## config.mk

```make
export PLATFORM = sky130hd
export DESIGN_NAME = demux_4ch_collector
export DESIGN_NICKNAME = d
export VERILOG_FILES = /design/src/rtl/demux_4ch_collector.sv
export SDC_FILE = /design/constraint.sdc
export NUM_CORES = 1
export LEC_CHECK = 0
export ABC_CLOCK_PERIOD_IN_PS = 2250
export CAP_MARGIN = 25
export CORE_UTILIZATION = 50
export DETAILED_ROUTE_END_ITERATION = 16
export GPL_TIMING_DRIVEN = 1
export PLACE_DENSITY = 0.76
export SLEW_MARGIN = 25
export SYNTH_ARGS = -nofsm -noshare
export SYNTH_HDL_FRONTEND = slang
export SYNTH_SLANG_ARGS = --single-unit
```

## constraint.sdc

```tcl
create_clock -name clk -period 2.25 [get_ports clk]
set_input_delay 0.225 -clock clk [delete_from_list [all_inputs] [get_ports clk]]
set_output_delay 0.225 -clock clk [all_outputs]
set_load 0.01 [all_outputs]
```

## src/rtl/demux_4ch_collector.sv

```systemverilog
`default_nettype none
// ============================================================================
//  Module   : demux_4ch_collector
//  Purpose  : Collects words from the four outputs of a 1:4 demultiplexer into
//             four independent per-channel FIFOs. The FIFOs are drained onto a
//             single output stream by a round-robin arbiter. A sticky flag
//             records any accepted input on which a non-selected channel was
//             non-zero.
//  Ports    : clk, rst                - clock, synchronous active-high reset
//             out0..out3, sel         - demux channel words and their select
//             in_valid / in_ready     - input handshake (targets FIFO[sel])
//             out_valid / out_ready   - output handshake
//             out_data, out_chan      - presented word and its channel index
//             ch_full                 - per-channel FIFO full flags
//             iso_err                 - sticky channel-isolation error
//  Revision : 1.0  initial release
// ============================================================================
module demux_4ch_collector #(
  parameter int DEPTH = 2
) (
  input  logic       clk,
  input  logic       rst,
  input  logic [3:0] out0,
  input  logic [3:0] out1,
  input  logic [3:0] out2,
  input  logic [3:0] out3,
  input  logic [1:0] sel,
  input  logic       in_valid,
  output logic       in_ready,
  output logic       out_valid,
  input  logic       out_ready,
  output logic [3:0] out_data,
  output logic [1:0] out_chan,
  output logic [3:0] ch_full,
  output logic       iso_err
);

  localparam int unsigned c_aw = (DEPTH > 2) ? $clog2(DEPTH) : 1;
  localparam logic [c_aw:0] c_ptr_one = {{c_aw{1'b0}}, 1'b1};

  // Pointers carry one extra wrap bit so full and empty are distinguishable.
  logic [c_aw:0] r_wptr [4];
  logic [c_aw:0] r_rptr [4];
  logic [3:0]    r_mem  [4][DEPTH];
  logic [1:0]    r_rr_ptr;
  logic          r_iso_err;

  logic [3:0] w_in    [4];
  logic [3:0] w_empty;
  logic [3:0] w_full;
  logic [1:0] w_grant;
  logic       w_any;
  logic       w_push;
  logic       w_pop;
  logic       w_others_nz;

  assign w_in[0] = out0;
  assign w_in[1] = out1;
  assign w_in[2] = out2;
  assign w_in[3] = out3;

  generate
    for (genvar g = 0; g < 4; g++) begin : g_ch_flags
      assign w_empty[g] = (r_wptr[g] == r_rptr[g]);
      assign w_full[g]  = (r_wptr[g][c_aw] != r_rptr[g][c_aw]) &&
                          (r_wptr[g][c_aw-1:0] == r_rptr[g][c_aw-1:0]);
    end
  endgenerate

  // Round-robin search: walk offsets from the highest down so the smallest
  // offset from r_rr_ptr that is non-empty is the final winner.
  always_comb begin
    logic [1:0] w_idx;
    w_grant = 2'd0;
    w_any   = 1'b0;
    w_idx   = 2'd0;
    for (int i = 3; i >= 0; i--) begin
      w_idx = r_rr_ptr + 2'(i);
      if (!w_empty[w_idx]) begin
        w_grant = w_idx;
        w_any   = 1'b1;
      end
    end
  end

  always_comb begin
    w_others_nz = 1'b0;
    for (int i = 0; i < 4; i++) begin
      if ((2'(i) != sel) && (w_in[i] != 4'd0)) begin
        w_others_nz = 1'b1;
      end
    end
  end

  // Full blocks a push even when the same channel pops on this edge.
  assign in_ready  = ~w_full[sel];
  assign w_push    = in_valid & in_ready;
  assign out_valid = w_any;
  assign w_pop     = w_any & out_ready;

  assign out_data = w_any ? r_mem[w_grant][r_rptr[w_grant][c_aw-1:0]] : 4'd0;
  assign out_chan = w_any ? w_grant : 2'd0;
  assign ch_full  = w_full;
  assign iso_err  = r_iso_err;

  always_ff @(posedge clk) begin
    if (rst) begin
      for (int i = 0; i < 4; i++) begin
        r_wptr[i] <= '0;
        r_rptr[i] <= '0;
      end
      r_rr_ptr  <= 2'd0;
      r_iso_err <= 1'b0;
    end else begin
      if (w_push) begin
        r_wptr[sel] <= r_wptr[sel] + c_ptr_one;
        if (w_others_nz) begin
          r_iso_err <= 1'b1;
        end
      end
      if (w_pop) begin
        r_rptr[w_grant] <= r_rptr[w_grant] + c_ptr_one;
        r_rr_ptr        <= w_grant + 2'd1;
      end
    end
  end

  // Storage needs no reset: empty FIFOs never present their contents.
  always_ff @(posedge clk) begin
    if (w_push && !rst) begin
      r_mem[sel][r_wptr[sel][c_aw-1:0]] <= w_in[sel];
    end
  end

endmodule
`default_nettype wire
```

==> impl_metrics.toml, run 1 <==
[outcome]
outcome = "finished with violations"
violations = "negative setup slack"

[yosys]
synthTopCellsByCount = "48 x edfxtp_1, 17 x mux2i_1, 14 x nor2_1"
synthTopCellsByArea = "edfxtp_1 52%, mux2i_1 6.2%, mux4_2 4.9%"
synth_edf_count = 48
synthDistinctLibCells = 52
synth_flop_cell = "edfxtp_1"
ys_warn_count = 0
syn_inst = 212
synthArstFlopShare = 0
synth-seq-cells = 51
syn-num-nets = 234
yosys.area.top_type_share = 0.523
synth_top_area_cell = "edfxtp_1"
yosysSeqAreaShare = 0.545
synth_area_per_cell_um2 = 13.0
netlist_area_um2 = 2750
synth_most_common_cell = "edfxtp_1"

[finish]
drive_above_1_share = 0.550
diodes = 0
synthToLayoutAreaGrowth_pct = 59.0
final_area_um2 = 4380
final_core_util = 0.841
nets = 348

[place]
gp_congestion = 0.907
io_buffers = 34
dp_hpwl_um = 5070
placed_area_um2 = 3680

[setup_path]
worst-path-buf-inv = 3
cp_data_required_time_ps = 2030
critPathTopFamily = "compound AO/OA/AOI/OAI gates"
crit_type = "reg2out"
slowest_stage = "edfxtp_1"
path_cells = "xor2_2 -> buf_4 -> o21ai_1 -> a211oi_2 -> nor2_4 -> buf_12 -> mux2i_2 -> mux2_4 -> o22ai_2 -> buf_2"
path_max_fanout = 8
arrival_ps = 2650
start_kind = "flip-flop"
end_kind = "output pin"
crit_path_max_incr_delay_ps = 440

[floorplan]
dieWidth_um = 76.2
dieHeight_um = 76.2
core-area_um2 = 5200
num_io_pins = 35
start_util = 0.529
die_area_um2 = 5810
rows = 26

[global_route]
antenna_found_initial = 0
grt_overflow = 0
grt_usage = 0.244
grt_pass1_wl_um = 10800
first_global_vias = 2225
grt_max_degree = 19

[clock_tree]
cts_hold_buf = 0
clk_transition_reported_paths_ps = 100
cts.sinks = 51
clockBufferDepth = 2
cts_htree_levels = 2
tritoncts = "built"
worstSkewPairLatency_ps = 310
numCtsBuffers = 5
cts-root-buf = "clkbuf_8"

[timing]
fmax_mhz = 348
fin_crit_ps = 2870
maxSlewViolCount = 0
fin_worst_skew_ps = 4.28
tightest_slew_ps = 435
setup_viol = 73
hold_violations = 0
finalCritPeriodShare = 1.28
slew_headroom = 0.707
fin_ws_ps = -624
grt_setup_unrepaired = "yes"

[routing]
first_pass_iters = 4
remaining_drc_errors = 0
via_per_inst = 6.07
dr_total_vias = 2411
first_iter_violations = 226
antenna_left = 0
wire_per_inst_um = 22.0
totalWireLength_um = 8740

[flow_run]
cap_violations = 0

[pwr]
powerDensity_nw_per_um2 = 848
peakVddDrop_mv = 0.711
p_leak_nw = 1.64
total_power_mw = 3.71

[hold_path]
hold_path_class = "reg2reg"
[worst reg2reg max path, delay by kind of cell, from the launching register on]
kind	cells	cell delay [ps]
xor gates and xnor gates	1	250
buffers and inverters	6	880
AOI/OAI and AO/OA	4	690
DFF	1	460
and+or+nand+nor	1	250
[flip-flops by register name, summed over array words and instances, names as in the netlist]
name      cells
iso_err       1
r_mem        32
r_rptr        8
r_rr_ptr      2
r_wptr        8
[cells in the final DEF, fill, tap and decap left out, types with 5 or more instances in the layout]
master | netlist | layout
nand2_1 | 7 | 6
nor4_4 | 0 | 7
inv_1 | 7 | 6
buf_6 | 1 | 12
mux2_4 | 0 | 5
buf_4 | 2 | 67
nor2_1 | 14 | 11
mux2i_2 | 0 | 7
clkdlybuf4s50_1 | 0 | 26
clkbuf_8 | 0 | 5
mux2i_1 | 17 | 10
edfxtp_1 | 48 | 48
mux4_2 | 6 | 6
[power breakdown]
group	switching (mW)	internal (mW)
Clock	0.343	0.230
Combinational	0.957	1.03
Sequential	0.0466	1.11
Total	1.35	2.37
[per-layer routing]
layer | global-route usage | wire length, µm | vias to the layer above
li1 | - | - | 1054
met4 | 0.0712 | 345 | 0
met3 | 0.0383 | 653 | 35
met5 | 0 | 0 | -
met1 | 0.331 | 3390 | 1203
met2 | 0.405 | 4350 | 119
[cell families after synthesis]
kind of cell,after synthesis,synth area share
flops,51,0.545
compound gates,39,0.111
xor+xnor,13,0.0495
simple gates,61,0.119
buf+inv,17,0.0309
mux,31,0.144
[final cells by class]
type / instances / area (µm²)
Inverter: 8 / 42.5
Tap cell: 70 / 87.6
Multi-Input combinational cell: 144 / 1620
Clock buffer: 5 / 68.8
Sequential cell: 51 / 1500
Fill cell: 259 / 827
Clock inverter: 3 / 26.3
Timing Repair Buffer: 116 / 1030
[final timing paths]
check / from / endpoint / slack [ps] / depth (start not counted)
worst max-delay path: r_wptr[0][0] / out_data[3] / -620 / 10
worst min register to register: iso_err / iso_err / 500 / 2
worst max register to register: r_rptr[1][0] / r_rptr[1][1] / -430 / 12
worst min-delay path: iso_err / iso_err / 500 / 2
[repair_timing]
action | 4_1_cts | 5_1_grt
gates resized for setup | 60 | 56
cloned | 1 | 0
setup buffers | 10 | 20
pin swaps | 13 | 21
endpoints found under the hold margin | 0 | 0
setup endpoints to repair | 60 | 67
[through the flow]
step	TNS, ps	setup WS [ps]	hold slack (ps)	std cells
2_1_floorplan	-1030	-86.3	445	212
3_3_place_gp	-6580	-552	462	364
3_5_place_dp	-8020	-651	464	364
4_1_cts	-5980	-532	480	382
5_1_grt	-25260	-717	524	397
6_report	-20000	-624	501	397
Note: power is estimated with default switching activity, not from simulation.
==> run 2: changes to the inputs <==
- PLACE_DENSITY: 0.76 -> 0.77
==> impl_metrics.toml, run 2 (same netlist as run 1, synthesis figures left out) <==
[finish]
final_area_um2 = 4230
final_common_cell = "buf_4"
drive_above_1_share = 0.517
nFillCells = 283
multi_input_area_um2 = 1580
largest_reg_flops = 32
final_cell_mix = "60 x buf_4, 48 x edfxtp_1, 26 x clkdlybuf4s50_1, 14 x mux2i_1, 13 x buf_6"
ff_latch_area_um2 = 1500
nets = 338
synthToLayoutAreaGrowth_pct = 53.4

[setup_path]
endpoint = "out_data[1]"
timing.rr.end = "r_rptr[2][1]"
start_kind = "flip-flop"
reg2reg_from = "r_rptr[0][0]"
rrSetupSlack_ps = -330
arrival_ps = 2660
path_max_fanout = 4
end_kind = "output pin"
cp-startpoint = "r_rptr[0][0]"
cp_data_required_time_ps = 2030
crit_type = "reg2out"
r2r_cells = 9

[clock_tree]
tritoncts = "built"
cts-root-buf = "clkbuf_8"
cts.sinks = 51
clockBufferDepth = 2
worstSkewPairLatency_ps = 300
cts_hold_buf = 0
numCtsBuffers = 5
cts_htree_levels = 2
clk_transition_reported_paths_ps = 90

[timing]
fmax_mhz = 347
fin_ws_ps = -633
hold_violations = 0
fin_worst_skew_ps = 4.55
grt_setup_unrepaired = "yes"
tightest_slew_ps = 575
maxSlewViolCount = 0
tns_ps = -13540
fin_crit_ps = 2880
slew_headroom = 0.613
finalCritPeriodShare = 1.28
setup_viol = 68

[routing]
via_per_inst = 6.30
totalWireLength_um = 8930
first_iter_violations = 266
first_pass_iters = 5
wire_per_inst_um = 23.0
dr_total_vias = 2444
antenna_left = 0
remaining_drc_errors = 0

[global_route]
grt_max_degree = 17
first_global_vias = 2171
grt_pass1_wl_um = 10900
antenna_found_initial = 1
grt_usage = 0.244
grt_overflow = 0

[floorplan]
dieWidth_um = 76.2
die_area_um2 = 5810
rows = 26
num_io_pins = 35
dieHeight_um = 76.2
core-area_um2 = 5200
start_util = 0.529

[outcome]
outcome = "finished with violations"
violations = "negative setup slack"

[pwr]
powerDensity_nw_per_um2 = 854
p_leak_nw = 1.56
peakVddDrop_mv = 0.486

[hold_path]
hold_path_depth = 2
hold_path_class = "reg2reg"

[place]
dpl_worst_slack_ps = -586
placed_area_um2 = 3650
gp_congestion = 0.963
dp_hpwl_um = 4710
io_buffers = 34

[flow_run]
cap_violations = 0
run 2: cell count changes in the layout (fill, tap and decap cells not counted), sizes merged:
cell,previous run,this run
buf,88,80
clkbuf,6,7
clkinv,2,1
inv,9,8
diode,0,1
clkdlybuf4s15,1,0
run 2: repair_timing:
| item | in CTS | in global routing |
|---|---|---|
| pin swaps | 12 | 15 |
| setup endpoints to repair | 50 | 67 |
| gates resized for setup | 65 | 40 |
| cloned | 0 | 0 |
| hold endpoints to repair | 0 | 0 |
| buffers inserted | 14 | 6 |
run 2: cell type report:
class                           instances  share of cell area
Multi-Input combinational cell        144               0.375
Sequential cell                        51               0.355
Timing Repair Buffer                  106               0.216
Tap cell                               70              0.0207
Clock buffer                            7              0.0204
Inverter                                8              0.0101
Clock inverter                          1             0.00207
Antenna cell                            1            0.000592
run 2: worst min path at each step:
| stage | start | to | slack [ps] |
|---|---|---|---|
| after detailed placement | iso_err | iso_err | 480 |
| after global routing | iso_err | iso_err | 570 |
| after floorplan | rst | r_wptr[0][0] | 450 |
| after global placement | iso_err | iso_err | 470 |
| after CTS | iso_err | iso_err | 490 |
| final | iso_err | iso_err | 550 |
run 2: metrics by stage:
step | std cells | total power [mW] | hold WS [ps] | utilization
after global routing | 387 | 3.70 | 572 | 0.811
final | 388 | 3.61 | 552 | 0.812
after global placement | 361 | 2.64 | 466 | 0.701
after CTS | 383 | 3.31 | 495 | 0.764
after floorplan | 212 | 2.07 | 445 | -
after detailed placement | 361 | 2.65 | 478 | 0.701
run 2: worst max-delay path, cell delays in order (launching register included):
cell and delay (ps):
edfxtp_1 460, xor2_2 230, o21a_1 240, o31ai_1 370, buf_4 200, a21oi_1 90
o21ai_2 190, nand3_2 190, o22ai_2 220, buf_2 150
run 2: layer usage:
| metal | vias up | part of all wire | track usage |
|---|---|---|---|
| li1 | 1039 | - | - |
| met1 | 1188 | 0.37 | 0.309 |
| met2 | 180 | 0.51 | 0.435 |
| met3 | 37 | 0.097 | 0.0347 |
| met4 | 0 | 0.029 | 0.0673 |
| met5 | - | 0 | 0 |
run 2: where the power goes:
part	switching [mW]	internal [mW]	leakage [nW]	total, mW
clock network	0.316	0.255	0.0489	0.571
logic	0.952	0.919	1.03	1.87
registers	0.0556	1.11	0.480	1.17
total	1.32	2.29	1.56	3.61
==> run 3: changes to the inputs <==
- GPL_TIMING_DRIVEN: 1 -> unset
- PLACE_DENSITY: 0.77 -> 0.82
==> impl_metrics.toml, run 3 (same netlist as run 1, synthesis figures left out) <==
[routing]
via_per_inst = 6.76
totalWireLength_um = 11500
dr_total_vias = 2737
antenna_left = 0
first_pass_iters = 5
remaining_drc_errors = 0
first_iter_violations = 500
wire_per_inst_um = 28.4

[timing]
fin_crit_ps = 3020
hold_violations = 0
grt_setup_unrepaired = "yes"
fin_worst_skew_ps = 5.87
slew_headroom = 0.667
finalCritPeriodShare = 1.34
fmax_mhz = 331
fin_ws_ps = -768
maxSlewViolCount = 0
tightest_slew_ps = 495
tns_ps = -28160
setup_viol = 76
hold_slack_ps = 552

[clock_tree]
cts_hold_buf = 0
worstSkewPairLatency_ps = 320
cts-root-buf = "clkbuf_8"
cts.sinks = 51
numCtsBuffers = 5
tritoncts = "built"
clockBufferDepth = 2
clk_transition_reported_paths_ps = 110
cts_htree_levels = 2

[global_route]
first_global_vias = 2473
antenna_found_initial = 0
grt_max_degree = 17
grt_pass1_wl_um = 13400
grt_overflow = 0
grt_usage = 0.308

[pwr]
powerDensity_nw_per_um2 = 879
peakVddDrop_mv = 0.601
total_power_mw = 4.08
p_leak_nw = 1.76

[setup_path]
arrival_ps = 2790
cp_data_required_time_ps = 2030
path_max_fanout = 6
end_kind = "output pin"
start_kind = "flip-flop"
crit_type = "reg2out"

[place]
dp_hpwl_um = 5240
dpl_worst_slack_ps = -710
gp_congestion = 0.885
io_buffers = 34

[finish]
final_common_cell = "buf_4"
largest_reg_flops = 32
multi_input_area_um2 = 1780
nets = 356
final_cell_mix = "67 x buf_4, 48 x edfxtp_1, 23 x clkdlybuf4s50_1, 22 x buf_6, 15 x mux2i_1"
drive_above_1_share = 0.603
ff_latch_area_um2 = 1500
nFillCells = 183
diodes = 0
synthToLayoutAreaGrowth_pct = 68.6

[floorplan]
rows = 26
dieHeight_um = 76.2
die_area_um2 = 5810
start_util = 0.529
num_io_pins = 35
core-area_um2 = 5200
dieWidth_um = 76.2

[outcome]
violations = "negative setup slack"
outcome = "finished with violations"

[hold_path]
hold_path_class = "reg2reg"

[flow_run]
cap_violations = 0
## run 3: final timing paths
kind / start / to / slack, ps / cells past startpoint
worst min register to register: iso_err / iso_err / 550 / 2
worst min-delay path: iso_err / iso_err / 550 / 2
worst max-delay path: r_wptr[1][0] / out_data[3] / -770 / 10
worst max register to register: r_wptr[3][0] / r_wptr[0][0] / -530 / 13
## run 3: area by class of cell
type / instances / share of cell area
clock buffer: 6 / 0.0178
clock inverter: 2 / 0.00350
inverter: 8 / 0.00970
multi-input combinational: 144 / 0.383
sequential: 51 / 0.323
tap: 70 / 0.0189
timing repair buffer: 124 / 0.243
## run 3: timing repair
action                                  4_1_cts  5_1_grt
endpoints found under the setup margin       64       73
buffers inserted                             15       17
gates resized for setup                      76       83
endpoints found under the hold margin         0        0
pin swaps                                    16       23
gates cloned                                  0        0
## run 3: critical path: stages, from the launching register on
cell and delay [ps]:
edfxtp_1 530, xor2_2 240, a211oi_2 300, a211oi_2 130
buf_4 160, nor2_4 200, buf_6 180, mux2i_1 110
mux2_2 290, o22ai_2 170, buf_2 170
## run 3: layer usage
layer  vias up  part of all wire  GRT usage
met2       276              0.47      0.550
met5         -                 0          0
met3        63              0.11     0.0539
met1      1320              0.36      0.382
met4         0             0.056     0.0885
li1       1078                 -          -
## run 3: power by group
group          internal [mW]  switching [mW]
Sequential              1.11          0.0655
Combinational           1.11            1.17
Clock                  0.253           0.367
Total                   2.48            1.60
## run 3: per-stage QoR
| step | std cells | cell area, µm² | util |
|---|---|---|---|
| 6_report | 405 | 4640 | 0.892 |
| 5_1_grt | 405 | 4640 | 0.892 |
| 4_1_cts | 392 | 4120 | 0.791 |
| 3_5_place_dp | 369 | 3720 | 0.715 |
| 3_3_place_gp | 369 | 3720 | 0.715 |
| 2_1_floorplan | 212 | 2880 | - |
